<file path="src/rtl/arctic_grid_tx.sv">
// Snapshots a grid of node states on start and streams it out as a framed byte sequence over valid/ready.
// Frame: 0xA5, then per row COLS bytes of (0x30 | state) followed by 0x0A; all outputs registered.
module arctic_grid_tx #(
    parameter int N    = 3,
    parameter int COLS = 4,
    parameter int ROWS = 4
) (
    input  logic                       clk,
    input  logic                       rst_n,
    input  logic                       start,
    input  logic [ROWS*COLS*(N+1)-1:0] grid,
    output logic [7:0]                 tx_data,
    output logic                       tx_valid,
    input  logic                       tx_ready,
    output logic                       busy,
    output logic                       done,
    output logic [7:0]                 frame_cnt
);

    localparam int W  = N + 1;
    localparam int RW = (ROWS > 1) ? $clog2(ROWS) : 1;
    localparam int CW = (COLS > 1) ? $clog2(COLS) : 1;
    localparam logic [RW-1:0] R_LAST = RW'(ROWS - 1);
    localparam logic [CW-1:0] C_LAST = CW'(COLS - 1);

    typedef enum logic [1:0] {IDLE, HDR, CELL, EOL} state_t;

    state_t          state, state_nxt;
    logic [RW-1:0]   r, r_nxt;
    logic [CW-1:0]   c, c_nxt;
    logic [W-1:0]    snap [ROWS][COLS];
    logic            cap;
    logic            done_nxt;
    logic            xfer;
    logic [7:0]      data_nxt;

    assign xfer = tx_valid && tx_ready;

    always_ff @(posedge clk) begin
        if (!rst_n) begin
            state     <= IDLE;
            r         <= '0;
            c         <= '0;
            tx_data   <= 8'h00;
            tx_valid  <= 1'b0;
            busy      <= 1'b0;
            done      <= 1'b0;
            frame_cnt <= 8'h00;
            for (int i = 0; i < ROWS; i++) begin
                for (int j = 0; j < COLS; j++) begin
                    snap[i][j] <= '0;
                end
            end
        end else begin
            state    <= state_nxt;
            r        <= r_nxt;
            c        <= c_nxt;
            tx_data  <= data_nxt;
            tx_valid <= (state_nxt != IDLE);
            busy     <= (state_nxt != IDLE);
            done     <= done_nxt;
            if (done_nxt) begin
                frame_cnt <= frame_cnt + 8'd1;
            end
            if (cap) begin
                for (int i = 0; i < ROWS; i++) begin
                    for (int j = 0; j < COLS; j++) begin
                        snap[i][j] <= grid[(i*COLS + j)*W +: W];
                    end
                end
            end
        end
    end

    // Next-state logic; the output byte is derived from the next state so
    // tx_data is registered and already valid in the first cycle of each state.
    always_comb begin
        state_nxt = state;
        r_nxt     = r;
        c_nxt     = c;
        cap       = 1'b0;
        done_nxt  = 1'b0;
        data_nxt  = 8'h00;
        case (state)
            IDLE: begin
                if (start) begin
                    state_nxt = HDR;
                    cap       = 1'b1;
                end
            end
            HDR: begin
                if (xfer) begin
                    state_nxt = CELL;
                    r_nxt     = '0;
                    c_nxt     = '0;
                end
            end
            CELL: begin
                if (xfer) begin
                    if (c == C_LAST) begin
                        state_nxt = EOL;
                    end else begin
                        c_nxt = c + CW'(1);
                    end
                end
            end
            EOL: begin
                if (xfer) begin
                    if (r == R_LAST) begin
                        state_nxt = IDLE;
                        done_nxt  = 1'b1;
                    end else begin
                        state_nxt = CELL;
                        r_nxt     = r + RW'(1);
                        c_nxt     = '0;
                    end
                end
            end
            default: state_nxt = IDLE;
        endcase

        case (state_nxt)
            HDR:     data_nxt = 8'hA5;
            CELL:    data_nxt = 8'h30 | 8'(snap[r_nxt][c_nxt]);
            EOL:     data_nxt = 8'h0A;
            default: data_nxt = 8'h00;
        endcase
    end

endmodule

</file>
<file path="config.mk">
export PLATFORM = sky130hd
export DESIGN_NAME = arctic_grid_tx
export DESIGN_NICKNAME = d
export VERILOG_FILES = /design/src/rtl/arctic_grid_tx.sv
export SDC_FILE = /design/constraint.sdc
export NUM_CORES = 1
export LEC_CHECK = 0
export ABC_AREA = 1
export CAP_MARGIN = 25
export CORE_AREA = 2 2 89 91
export CTS_BUF_LIST = sky130_fd_sc_hd__clkbuf_8
export CTS_CLUSTER_DIAMETER = 200
export DETAILED_ROUTE_END_ITERATION = 16
export DIE_AREA = 0 0 91 93
export GPL_ROUTABILITY_DRIVEN = 0
export GPL_TIMING_DRIVEN = 1
export PLACE_DENSITY = 0.84
export SYNTH_ARGS = -nofsm -noshare
export SYNTH_HDL_FRONTEND = slang
export SYNTH_SLANG_ARGS = --single-unit
export TNS_END_PERCENT = 10
</file>
<file path="constraint.sdc">
create_clock -name clk -period 7.7 [get_ports clk]
set_clock_uncertainty 0.2 [all_clocks]
set_input_delay 1.54 -clock clk [delete_from_list [all_inputs] [get_ports clk]]
set_output_delay 1.54 -clock clk [all_outputs]
set_load 0.1 [all_outputs]
</file>
==> impl_metrics.ini, run 1 <==
[routing]
via_count = 3358
drtPass1Iterations = 5
vias_per_cell = 5.05
drtIter0Drc = 270
ant_nets = 0
drc = 0
routedWlPerCell_um = 13.1
routed_wl_um = 8690

[floorplan]
coreArea_um2 = 7530
die_w_um = 91
io_pins = 87
rows = 32
initial_utilization_pct = 54.9
die-area_um2 = 8460
die_h_um = 93

[power]
peakVddDrop_mv = 0.0897
power_frac_clock_pct = 30.4
p_comb_share_pct = 13.7
p_switching_uw = 243
p_total_uw = 995
swShare_pct = 24.5
power.internal_uw = 752
power_leakage_nw = 2.30
seqPwrFrac_pct = 55.8
power.density_nw_per_um2 = 191

[grt]
grt_pass1_wl_um = 14100
grt_overflow = 0
track_usage_pct = 21.3
antenna_found_initial = 0
grt_pass1_vias = 3204
grt_max_degree = 65

[clocking]
post_cts_buffers = 0
cts-root-buf = clkbuf_8
cts_max_level = 3
cts_buffers = 9
cts_max_path_buffers = 2
clkTransAtPathRegs_ns = 0.08
tritoncts = built
cts_sinks = 87
ctsHoldBuffers = 0
insertion_delay_ns = 0.35
cts_resized = 0

[place]
hpwl_um = 6530
port_buffers = 85
dp.cells = 649

[logic_synthesis]
syn_nets = 553
synth_top_area_share_pct = 46.5
yosys.area.top_type = edfxtp_1
synthDistinctLibCells = 28
syn_avg_cell_area_um2 = 8.61
synthCells = 480
synth_area_leaders = edfxtp_1 47%, dfxtp_1 11%, nand3_1 9.4%
seq_area_frac_synth_pct = 57.7
ys_ff_latch = 87
syn-cell-area_um2 = 4130
yosys_warnings = 0

[timing]
setup_viol = 0
rsz0062_at_grt = false
holdWs_ns = 0.293
period_needed_ns = 3.93
finalHoldViolations = 0
fin_setup_tns_ns = 0
drv_slew = 0
finalCritPeriodShare_pct = 51.1
max_freq_mhz = 254
worst_pin_slew_ns = 0.973
slew_headroom_pct = 34.9

[flow_run]
max_cap_viol_count = 0

[worst_setup_path]
worstPathRequired_ns = 7.79
cp.arrival_ns = 4.02
crit_fanout = 33
cp-startpoint = tx_ready
worstSetupEndpointType = flop
rr_startpoint = state[0]
critPathLaunchType = input port
r2r_cells = 10
r2r-end = tx_data[1]
r2r_setup_slack_ns = 4.99
critPathKind = input port to flop

[final_layout]
final-seq-area_um2 = 2380
final_common_cell = inv_1
instances_no_fill = 665
final_cell_mix = 95 x inv_1, 85 x clkdlybuf4s50_1, 84 x nor2_1, 78 x nand3_1, 69 x nand2_1
fillers = 607
nets = 631
final_layout_size_suffix_gt1_share_pct = 4.80
multi_input_area_um2 = 1280
utilization_pct = 69.2
n_antenna_cell = 0
area_delta_synth_final_pct = 26.0

[worst_hold_path]
min_path_cells = 2
holdCritStartpoint = frame_cnt[6]
hold_end = frame_cnt[6]
min_path_type = flop to flop

[status]
status = completed
metal layers:
metal	part of all wire, %	vias to the layer above	GRT usage (%)
met2	50	142	36.9
met3	6.2	29	5.16
met1	40	1517	24.7
met4	3.6	0	11.0
li1	-	1670	-
met5	0	-	0
sequential cells by signal, summed over array words and instances (netlist names):
register and count:
state 2, busy 1, frame_cnt 8, done 1, snap 64, c 2, r 2, tx_data 7
critical path: stages:
cell,delay [ns]
clkdlybuf4s50_1,0.48
nand3_1,0.13
nand2_1,0.57
nand2_4,0.36
inv_2,0.29
nand2_1,0.09
nand3_1,0.13
nand3_1,0.12
nand3_1,0.11
nand3_1,0.07
a21oi_1,0.12
final cells by class:
class                   instances  share of cell area (%)
clock buffers                  10                    2.64
clock inverters                 6                    1.01
inverters                      95                    6.85
multi-input cells             278                    24.7
flip-flops and latches         87                    45.7
well taps                     102                    2.45
repair buffers                 87                    16.6
cell usage after synthesis (all sizes together):
cell type / instances
o21ai: 6
dfxtp: 23
buf: 11
clkbuf: 9
ha: 5
nand2: 76
nor2: 85
a31oi: 1
nand4: 2
inv: 95
o21bai: 1
nor3: 4
and3: 1
nor3b: 1
a21oi: 13
nand3: 78
nand3b: 4
edfxtp: 64
conb: 1
logic make-up (layout without fill, tap and decap cells):
family / after synthesis / count (layout) / share of synthesized area, %
compound gates: 21 / 21 / 2.73
fa+ha+maj: 5 / 5 / 1.51
buf+inv: 115 / 198 / 11.3
flops: 87 / 87 / 57.7
other cells: 1 / 1 / 0.0908
simple gates: 251 / 251 / 26.7
how the worst max path moves through the flow:
stage,to,slack [ns],cells after the start
floorplan,snap[0][0],3.92,2
global placement,tx_data[0],3.71,11
detailed placement,tx_data[1],3.53,11
CTS,tx_data[1],3.85,11
global route,tx_data[1],3.63,11
finish,tx_data[1],3.77,11
power groups by stage:
stage          logic (mW)  registers [mW]  clock network (mW)
2_1_floorplan      0.0593           0.583                   0
3_3_place_gp        0.134           0.566                   0
3_5_place_dp        0.137           0.566                   0
4_1_cts             0.137           0.556               0.308
5_1_grt             0.148           0.558               0.329
6_report            0.136           0.556               0.303
through the flow:
stage	worst slack, ns	instance area, µm²
after floorplan	3.92	4130
after global placement	3.71	5020
after global routing	3.63	5210
after detailed placement	3.53	5020
after CTS	3.85	5210
final	3.77	5210
Power figures use the tool's default switching activity.
==> run 2: changes to the inputs <==
- CORE_AREA: 2 2 89 91 -> 2 2 96 98
- DIE_AREA: 0 0 91 93 -> 0 0 98 100
- PLACE_DENSITY: 0.84 -> 0.76
- clock period: 7.7 -> 3.3 ns (I/O delays scaled with it)
==> impl_metrics.ini, run 2 (synthesis results as in run 1) <==
[power]
power_frac_clock_pct = 32.9
power.density_nw_per_um2 = 459
seqPwrFrac_pct = 53.6
p_switching_uw = 578
peakVddDrop_mv = 0.260
swShare_pct = 24.0
power_leakage_nw = 2.38
power.internal_mw = 1.83
p_comb_share_pct = 13.5

[worst_setup_path]
critPathKind = input port to flop
cp_top_family = buffers and inverters
worstPathRequired_ns = 3.37
critPathLaunchType = input port
slowest_stage = clkdlybuf4s50_1
crit_chain = clkdlybuf4s50_1, nand2_1, nor2_4, nand2_1, inv_1, a21oi_1, ha_1, inv_1, nor2_1, nand3_1, a21oi_1
worstPathBufferInverterCount = 3
cp.arrival_ns = 2.60
worstSetupEndpointType = flop
max_stage_delay_ns = 0.44
crit_fanout = 7

[floorplan]
rows = 35
initial_utilization_pct = 46.5
die_h_um = 100
coreArea_um2 = 8890
die-area_um2 = 9800
die_w_um = 98
io_pins = 87

[timing]
setup_viol = 0
final.setup.worst_slack_ns = 0.773
finalCritPeriodShare_pct = 76.6
max_freq_mhz = 396
fin_setup_tns_ns = 0
rsz0062_at_grt = false
holdWs_ns = 0.310
period_needed_ns = 2.53
finalHoldViolations = 0
drv_slew = 0

[final_layout]
area_delta_synth_final_pct = 27.2
final_cell_mix = 96 x inv_1, 84 x nor2_1, 78 x nand3_1, 69 x nand2_1, 67 x clkdlybuf4s50_1
reg_top3 = snap: 64 flops, frame_cnt: 8 flops, tx_data: 7 flops
utilization_pct = 59.1
final_common_cell = inv_1
largest_reg_flops = 64
nets = 635
final_layout_size_suffix_gt1_share_pct = 8.64
n_antenna_cell = 0
fillers = 752
regMostFlops = snap

[clocking]
cts_max_path_buffers = 2
tritoncts = built
ctsHoldBuffers = 0
cts_sinks = 87
cts_resized = 0
clkTransAtPathRegs_ns = 0.09
cts_max_level = 3
cts_buffers = 9
post_cts_buffers = 0
insertion_delay_ns = 0.35
cts-root-buf = clkbuf_8

[status]
status = completed

[grt]
grt_max_degree = 65
grt_overflow = 0
antenna_found_initial = 0
track_usage_pct = 19.2
grt_pass1_wl_um = 15000
grt_pass1_vias = 3314

[routing]
wl_met2_um = 4360
routed_wl_um = 9010
drtIter0Drc = 270
drtPass1Iterations = 6
via_count = 3301
ant_nets = 0
wl_met3_um = 584
top_layer_used = met4
routedWlPerCell_um = 13.3
drc = 0
wl_met1_um = 3840
vias_per_cell = 4.87

[place]
hpwl_um = 6600
pre_cts_ws_ns = 0.448
port_buffers = 85

[worst_hold_path]
min_path_type = flop to flop

[flow_run]
max_cap_viol_count = 0
==> run 2: area by class of cell <==
class                      count  area (µm²)  area share (%)
sequential                    87        2380            45.3
tap                          111         139            2.64
clock buffer                  10         138            2.62
inverter                      95         357            6.79
clock inverter                 6        77.6            1.48
timing repair buffer          91         876            16.7
multi-input combinational    278        1280            24.5
==> run 2: path summary, 6_finish.rpt <==
path                 from      endpoint  slack, ns  depth (start not counted)
min reg2reg  frame_cnt[6]  frame_cnt[6]       0.31                          2
min          frame_cnt[6]  frame_cnt[6]       0.31                          2
max              tx_ready    tx_data[2]       0.77                         11
max reg2reg          busy    tx_data[2]       1.19                         10
==> run 2: layer usage <==
metal | global-route usage [%] | vias up
met3 | 4.39 | 18
met1 | 24.4 | 1487
met4 | 7.91 | 0
met5 | 0 | -
li1 | - | 1678
met2 | 31.8 | 118
==> run 2: worst min-delay path, stage by stage (launching register included) <==
cell and delay [ns]:
dfxtp_1 0.34, inv_1 0.07, a21oi_1 0.06
==> run 2: metrics by stage <==
stage	instances	instance area (µm²)	power, mW
3_3_place_gp	662	5040	1.64
4_1_cts	678	5250	2.42
2_1_floorplan	480	4130	1.50
3_5_place_dp	662	5040	1.64
5_1_grt	678	5250	2.50
6_report	678	5250	2.41
==> run 2: power groups by stage <==
stage               clock network, mW  logic [mW]  registers, mW
floorplan                           0       0.138           1.36
global placement                    0       0.320           1.32
detailed placement                  0       0.325           1.32
CTS                             0.804       0.327           1.29
global route                    0.849       0.355           1.30
finish                          0.794       0.324           1.29
